===== config.mk =====
export PLATFORM = sky130hd
export DESIGN_NAME = aura_mixer
export DESIGN_NICKNAME = d
export VERILOG_FILES = /design/src/rtl/aura_mixer.sv
export SDC_FILE = /design/constraint.sdc
export NUM_CORES = 1
export LEC_CHECK = 0
export ABC_CLOCK_PERIOD_IN_PS = 13500
export CAP_MARGIN = 15
export CORE_ASPECT_RATIO = 0.7
export CORE_MARGIN = 10
export CORE_UTILIZATION = 50
export CTS_CLUSTER_DIAMETER = 80
export DETAILED_ROUTE_END_ITERATION = 8
export PLACE_DENSITY = 0.69
export SLEW_MARGIN = 15
export SYNTH_ARGS = -nofsm -noshare
export SYNTH_HDL_FRONTEND = slang
export SYNTH_SLANG_ARGS = --single-unit

===== constraint.sdc =====
create_clock -name clk -period 13.5 [get_ports clk]
set_clock_uncertainty 0.15 [all_clocks]
set_input_delay 1.35 -clock clk [delete_from_list [all_inputs] [get_ports clk]]
set_output_delay 1.35 -clock clk [all_outputs]
set_load 0.02 [all_outputs]

===== src/rtl/aura_mixer.sv =====
// aura_mixer: NCH-channel stereo mixer with per-channel programmable L/R volume.
// A single multiplier per side is time-shared over the channels (one channel per
// clock). The sum is then rescaled, saturated to SW bits, and presented on
// left_o/right_o.
//
// Handshake: start_i is a one-cycle tick that is accepted only while the FSM is
// IDLE (busy_o low). A tick that arrives while busy is dropped, not queued.
// valid_o is a one-cycle pulse with no backpressure. left_o/right_o hold their
// value until the next pulse.
//
// Ports:
//   clk, resetn              clock, asynchronous active-low reset
//   start_i                  sample tick, begins a mix
//   ch_left_i, ch_right_i    packed signed samples, channel k at [k*SW +: SW]
//   reg_cs_n, reg_wr_n       active-low register select / write strobe
//   reg_a, reg_d, reg_q      register address, write data, combinational read data
//   left_o, right_o          mixed, saturated output samples
//   valid_o                  one-cycle pulse when left_o/right_o update
//   busy_o                   high while a mix is in progress
module aura_mixer #(
  parameter int NCH  = 2,
  parameter int SW   = 16,
  parameter int VOLW = 8
) (
  input  logic              clk,
  input  logic              resetn,
  input  logic              start_i,
  input  logic [NCH*SW-1:0] ch_left_i,
  input  logic [NCH*SW-1:0] ch_right_i,
  input  logic              reg_cs_n,
  input  logic              reg_wr_n,
  input  logic [4:0]        reg_a,
  input  logic [7:0]        reg_d,
  output logic [7:0]        reg_q,
  output logic [SW-1:0]     left_o,
  output logic [SW-1:0]     right_o,
  output logic              valid_o,
  output logic              busy_o
);

  localparam int ACCW = SW + VOLW + 1 + $clog2(NCH);
  localparam int PW   = SW + VOLW + 1;
  localparam int KW   = (NCH > 1) ? $clog2(NCH) : 1;

  localparam logic [VOLW-1:0] VOL_RST = VOLW'(1) << (VOLW - 2);
  localparam logic signed [ACCW-1:0] SAT_MAX = {{(ACCW-SW+1){1'b0}}, {(SW-1){1'b1}}};
  localparam logic signed [ACCW-1:0] SAT_MIN = {{(ACCW-SW+1){1'b1}}, {(SW-1){1'b0}}};
  localparam logic [SW-1:0] OUT_MAX = {1'b0, {(SW-1){1'b1}}};
  localparam logic [SW-1:0] OUT_MIN = {1'b1, {(SW-1){1'b0}}};

  typedef enum logic [1:0] {ST_IDLE, ST_MAC, ST_SAT, ST_OUT} state_t;

  state_t                 state_q, state_d;
  logic [KW-1:0]          k_q, k_d;
  logic signed [SW-1:0]   snap_l_q [NCH];
  logic signed [SW-1:0]   snap_l_d [NCH];
  logic signed [SW-1:0]   snap_r_q [NCH];
  logic signed [SW-1:0]   snap_r_d [NCH];
  logic signed [ACCW-1:0] acc_l_q, acc_l_d, acc_r_q, acc_r_d;
  logic [SW-1:0]          sat_l_q, sat_l_d, sat_r_q, sat_r_d;
  logic [SW-1:0]          left_q, left_d, right_q, right_d;
  logic                   valid_q, valid_d;
  logic [VOLW-1:0]        vol_l_q [NCH];
  logic [VOLW-1:0]        vol_l_d [NCH];
  logic [VOLW-1:0]        vol_r_q [NCH];
  logic [VOLW-1:0]        vol_r_d [NCH];
  logic                   mute_q, mute_d;
  logic                   clip_l_q, clip_l_d, clip_r_q, clip_r_d;
  logic                   wr_prev_q, wr_prev_d;

  logic                   wr_act, commit;
  logic signed [PW-1:0]   prod_l, prod_r;
  logic signed [ACCW-1:0] sh_l, sh_r;
  logic                   over_l, under_l, over_r, under_r;
  logic [7:0]             rd_data;

  // A strobe commits only on its first active edge, so a long strobe writes once.
  assign wr_act    = !reg_cs_n && !reg_wr_n;
  assign commit    = wr_act && !wr_prev_q;
  assign wr_prev_d = wr_act;

  // Volume is zero-extended so the product stays a signed multiply.
  assign prod_l = PW'(snap_l_q[k_q]) * PW'($signed({1'b0, vol_l_q[k_q]}));
  assign prod_r = PW'(snap_r_q[k_q]) * PW'($signed({1'b0, vol_r_q[k_q]}));

  // Gain is vol/2^(VOLW-1), so the sum is rescaled with an arithmetic shift.
  assign sh_l    = acc_l_q >>> (VOLW - 1);
  assign sh_r    = acc_r_q >>> (VOLW - 1);
  assign over_l  = sh_l > SAT_MAX;
  assign under_l = sh_l < SAT_MIN;
  assign over_r  = sh_r > SAT_MAX;
  assign under_r = sh_r < SAT_MIN;

  // Register file next-state.
  always_comb begin
    vol_l_d  = vol_l_q;
    vol_r_d  = vol_r_q;
    mute_d   = mute_q;
    clip_l_d = clip_l_q;
    clip_r_d = clip_r_q;
    if (commit) begin
      for (int k = 0; k < NCH; k++) begin
        if (reg_a == 5'(2 * k))     vol_l_d[k] = reg_d[VOLW-1:0];
        if (reg_a == 5'(2 * k + 1)) vol_r_d[k] = reg_d[VOLW-1:0];
      end
      if (reg_a == 5'd16) begin
        mute_d = reg_d[0];
        if (reg_d[1]) begin
          clip_l_d = 1'b0;
          clip_r_d = 1'b0;
        end
      end
    end
    // A clip event on the same edge as a clear wins.
    if (state_q == ST_SAT && !mute_q) begin
      if (over_l || under_l) clip_l_d = 1'b1;
      if (over_r || under_r) clip_r_d = 1'b1;
    end
  end

  // Mixer FSM next-state and datapath.
  always_comb begin
    state_d  = state_q;
    k_d      = k_q;
    snap_l_d = snap_l_q;
    snap_r_d = snap_r_q;
    acc_l_d  = acc_l_q;
    acc_r_d  = acc_r_q;
    sat_l_d  = sat_l_q;
    sat_r_d  = sat_r_q;
    left_d   = left_q;
    right_d  = right_q;
    valid_d  = 1'b0;
    case (state_q)
      ST_IDLE: begin
        if (start_i) begin
          for (int k = 0; k < NCH; k++) begin
            snap_l_d[k] = ch_left_i[k*SW +: SW];
            snap_r_d[k] = ch_right_i[k*SW +: SW];
          end
          acc_l_d = '0;
          acc_r_d = '0;
          k_d     = '0;
          state_d = ST_MAC;
        end
      end
      ST_MAC: begin
        acc_l_d = acc_l_q + ACCW'(prod_l);
        acc_r_d = acc_r_q + ACCW'(prod_r);
        if (k_q == KW'(NCH - 1)) begin
          state_d = ST_SAT;
        end else begin
          k_d = k_q + KW'(1);
        end
      end
      ST_SAT: begin
        if (over_l)       sat_l_d = OUT_MAX;
        else if (under_l) sat_l_d = OUT_MIN;
        else              sat_l_d = sh_l[SW-1:0];
        if (over_r)       sat_r_d = OUT_MAX;
        else if (under_r) sat_r_d = OUT_MIN;
        else              sat_r_d = sh_r[SW-1:0];
        state_d = ST_OUT;
      end
      ST_OUT: begin
        left_d  = mute_q ? '0 : sat_l_q;
        right_d = mute_q ? '0 : sat_r_q;
        valid_d = 1'b1;
        state_d = ST_IDLE;
      end
      default: state_d = ST_IDLE;
    endcase
  end

  always_ff @(posedge clk or negedge resetn) begin
    if (!resetn) begin
      state_q   <= ST_IDLE;
      k_q       <= '0;
      acc_l_q   <= '0;
      acc_r_q   <= '0;
      sat_l_q   <= '0;
      sat_r_q   <= '0;
      left_q    <= '0;
      right_q   <= '0;
      valid_q   <= 1'b0;
      mute_q    <= 1'b0;
      clip_l_q  <= 1'b0;
      clip_r_q  <= 1'b0;
      wr_prev_q <= 1'b0;
      for (int k = 0; k < NCH; k++) begin
        snap_l_q[k] <= '0;
        snap_r_q[k] <= '0;
        vol_l_q[k]  <= VOL_RST;
        vol_r_q[k]  <= VOL_RST;
      end
    end else begin
      state_q   <= state_d;
      k_q       <= k_d;
      acc_l_q   <= acc_l_d;
      acc_r_q   <= acc_r_d;
      sat_l_q   <= sat_l_d;
      sat_r_q   <= sat_r_d;
      left_q    <= left_d;
      right_q   <= right_d;
      valid_q   <= valid_d;
      mute_q    <= mute_d;
      clip_l_q  <= clip_l_d;
      clip_r_q  <= clip_r_d;
      wr_prev_q <= wr_prev_d;
      snap_l_q  <= snap_l_d;
      snap_r_q  <= snap_r_d;
      vol_l_q   <= vol_l_d;
      vol_r_q   <= vol_r_d;
    end
  end

  // Combinational register read; clip-clear is a strobe and always reads 0.
  always_comb begin
    rd_data = 8'h00;
    if (reg_a == 5'd16) begin
      rd_data = {7'b0, mute_q};
    end else if (reg_a == 5'd17) begin
      rd_data = {5'b0, busy_o, clip_r_q, clip_l_q};
    end else begin
      for (int k = 0; k < NCH; k++) begin
        if (reg_a == 5'(2 * k))     rd_data = 8'(vol_l_q[k]);
        if (reg_a == 5'(2 * k + 1)) rd_data = 8'(vol_r_q[k]);
      end
    end
  end

  assign reg_q   = rd_data;
  assign left_o  = left_q;
  assign right_o = right_q;
  assign valid_o = valid_q;
  assign busy_o  = (state_q != ST_IDLE);

endmodule


==> flow_metrics.tcl <==
set metrics [dict create \
    worst-path-max-fanout 43 \
    cp_common_cell "fa_1" \
    multiInputGateArea_um2 13000 \
    path_clk_slew_ps 70 \
    num_io_pins 124 \
    slowest_delay_ps 1000 \
    cts_buffers 25 \
    ys_seq_elements 220 \
    slew_headroom_pct 21.0 \
    synth_cells 2064 \
    ys_seq_area_share_pct 27.1 \
    endpoint_kind "flip-flop" \
    initial_core_util_pct 50.9 \
    clock_path_buffers 3 \
    seqCellArea_um2 5510 \
    htree_levels 1 \
    dp_cells 2659 \
    synth_flop_cell "dfrtp_1" \
    drtPass1Iterations 5 \
    grt.total_usage_pct 19.0 \
    num-fill-cells 3478 \
    synth-edff-count 0 \
    worst_pin_slew_ps 1150 \
    drc 0 \
    cpMaxStageDelayCell "mux2i_1" \
    postCtsSetupBuffers 0 \
    avgSynthCellArea_um2 9.84 \
    routed_wl_um 45900 \
    rows 61 \
    status "completed" \
    max_freq_mhz 134 \
    hold_class "reg -> reg" \
    fin_tns_setup_ps 0 \
    grt_max_degree 86 \
    port_buffers 123 \
    core_area_um2 39900 \
    antenna_left 0 \
    postCtsHoldBufs 0 \
    cts_tree "done" \
    rsz0062_at_grt "no" \
    drt_iter0_markers 826 \
    setup_violations 0 \
    ys_async_sr_fraction_pct 100 \
    fin_crit_sh_pct 55.5 \
    die_area_um2 49200 \
    period_needed_ps 7490 \
    first_global_vias 15305 \
    diodes 0 \
    worstPathRequired_ps 13730 \
    ys_warn_count 0 \
    grt_pass1_wl_um 77000 \
    final_cells 2704 \
    critPathLaunch "k_q$_DFFE_PN0P_" \
    worstSetupStartpointType "flip-flop" \
    r2r_start "k_q$_DFFE_PN0P_" \
    clock_latency_ps 540 \
    die_height_um 189 \
    synth.net_count 2516 \
    synth_area_um2 20300 \
    layout-drive-gt1-share_pct 10.8 \
    clockRootBuffer "clkbuf_16" \
    cp_cell_sequence "buf_4 > mux2i_1 > nor2_1 > fa_1 > fa_1 > inv_1 > fa_1 > inv_1 > fa_1 > inv_1 > fa_1 > inv_1 > ha_1 > and3_1 > o2111ai_1 > and2_1 > a311oi_2 > nor2_1 > o21ai_1 > a31oi_1 > xnor2_1 > o21ai_1" \
    grt_overflow_total 0 \
    wl_per_cell_um 17.0 \
    via_per_inst 5.33 \
    holdCritStartpoint "acc_l_q[6]$_DFFE_PN0P_" \
    yosysUniqueCellTypes 69 \
    worstPathArrival_ps 7720 \
    via_count 14415 \
    hold_viol_final 0 \
    finalMaxSlewViolations 0 \
    criticalPathCategory "reg -> reg" \
    numClockSinks 220 \
    area_delta_synth_final_pct 12.7 \
    antenna_found_initial 0 \
    gp_congestion 0.879 \
    cts-resized-gates 0 \
    fin_nets 2603 \
    die-width_um 261 \
    drv_cap 0 \
    hpwl_um 36600 \
]
-- final timing paths --
check / endpoint / slack [ps] / depth (start not counted)
min reg2reg: acc_l_q[6]$_DFFE_PN0P_ / 330 / 2
max in group asynchronous: k_q$_DFFE_PN0P_ / 11020 / 2
min in group asynchronous: left_o[1]$_DFFE_PN0P_ / 650 / 1
min: acc_l_q[6]$_DFFE_PN0P_ / 330 / 2
max reg2reg: acc_l_q[23]$_DFFE_PN0P_ / 6010 / 22
max: acc_l_q[23]$_DFFE_PN0P_ / 6010 / 22
-- state kept, by name, summed over array words and instances, names as in the netlist --
| signal | count |
|---|---|
| acc_l_q | 26 |
| acc_r_q | 26 |
| clip_l_q | 1 |
| clip_r_q | 1 |
| k_q | 1 |
| left_o | 16 |
| mute_q | 1 |
| right_o | 16 |
| sat_l_q | 16 |
| sat_r_q | 16 |
| snap_l_q | 32 |
| snap_r_q | 32 |
| state_q | 2 |
| valid_o | 1 |
| vol_l_q | 16 |
| vol_r_q | 16 |
| wr_prev_q | 1 |
-- critical path, delay by kind of cell, from the launching register on --
| family | cells | cell delay, ps |
|---|---|---|
| mux | 1 | 1000 |
| xor+xnor | 1 | 160 |
| simple gates | 4 | 700 |
| fa+ha+maj | 6 | 2780 |
| compound gates | 5 | 900 |
| buf+inv | 5 | 820 |
| flops | 1 | 830 |
-- area by class of cell --
class | count | share of cell area (%)
inverter | 417 | 6.83
sequential | 220 | 24.1
clock inverter | 11 | 0.541
tap | 535 | 2.92
timing repair buffer | 133 | 5.72
clock buffer | 34 | 3.18
multi-input combinational | 1354 | 56.7
-- logic make-up (layout without fill, tap and decap cells) --
kind of cell	Yosys count	count (layout)	share of synthesized area, %
compound gates	282	282	9.01
flops	220	220	27.1
xor+xnor	50	50	2.16
buf+inv	490	595	9.08
simple gates	461	461	9.98
fa+ha+maj	370	370	32.0
mux	191	191	10.6
-- metrics by stage --
step	util (%)	hold WS (ps)	area, um2	worst slack (ps)
2_1_floorplan	-	288	20300	7290
3_3_place_gp	55.2	315	22000	6190
3_5_place_dp	55.2	323	22000	6040
4_1_cts	57.4	338	22900	6000
5_1_grt	57.4	358	22900	5550
6_report	57.4	330	22900	6010
-- synth_stat cells (all sizes together) (2+ instances only) --
master | number | area share, %
nand3b | 33 | 1.2
a311oi | 3 | 0.19
xor2 | 19 | 0.82
a22o | 10 | 0.43
nand4 | 6 | 0.18
nand3 | 12 | 0.32
buf | 12 | 0.25
inv | 417 | 7.7
fa | 250 | 25
dfrtp | 216 | 27
o21ai | 127 | 3.2
a21oi | 38 | 0.99
xnor2 | 31 | 1.3
o211ai | 31 | 1.1
a21o | 22 | 0.82
a221o | 2 | 0.099
a211oi | 5 | 0.30
o2111ai | 3 | 0.13
o31ai | 7 | 0.35
nand2b | 5 | 0.15
a32oi | 2 | 0.086
o21ba | 2 | 0.099
nor2b | 16 | 0.49
dfstp | 4 | 0.52
o21bai | 6 | 0.22
ha | 120 | 7.4
a32o | 2 | 0.099
a31o | 2 | 0.086
nor3 | 10 | 0.25
mux2i | 48 | 2.4
nor4 | 2 | 0.062
nand2 | 192 | 3.5
a31oi | 10 | 0.34
clkbuf | 61 | 1.1
and2 | 8 | 0.25
and3 | 6 | 0.18
mux2 | 137 | 7.6
mux4 | 6 | 0.67
nor2 | 163 | 3.0
or2 | 3 | 0.092
-- layer usage --
layer / GRT usage, % / routed length, um
met2: 34.4 / 24400
met3: 2.76 / 1690
met5: 0 / 0
met1: 23.4 / 18900
met4: 4.10 / 898
-- placed cells by master, fill, tap and decap left out, types with 11 or more instances in the layout --
cell type        instances
dfrtp_1                215
nor2b_1                 16
nand3_1                 11
nor2_1                 162
a21oi_1                 35
fa_1                   250
mux2i_1                 45
nand3b_1                33
o211ai_1                31
ha_1                   118
mux2_2                 137
inv_1                  417
o21ai_1                 21
nand2_1                190
a21o_1                  21
xnor2_1                 31
xor2_1                  19
clkdlybuf4s50_1        122
o21ai_0                104
clkbuf_16               25
Power is not shown: default switching activity piles up to over one toggle a cycle in this logic, so the estimate is an artifact.
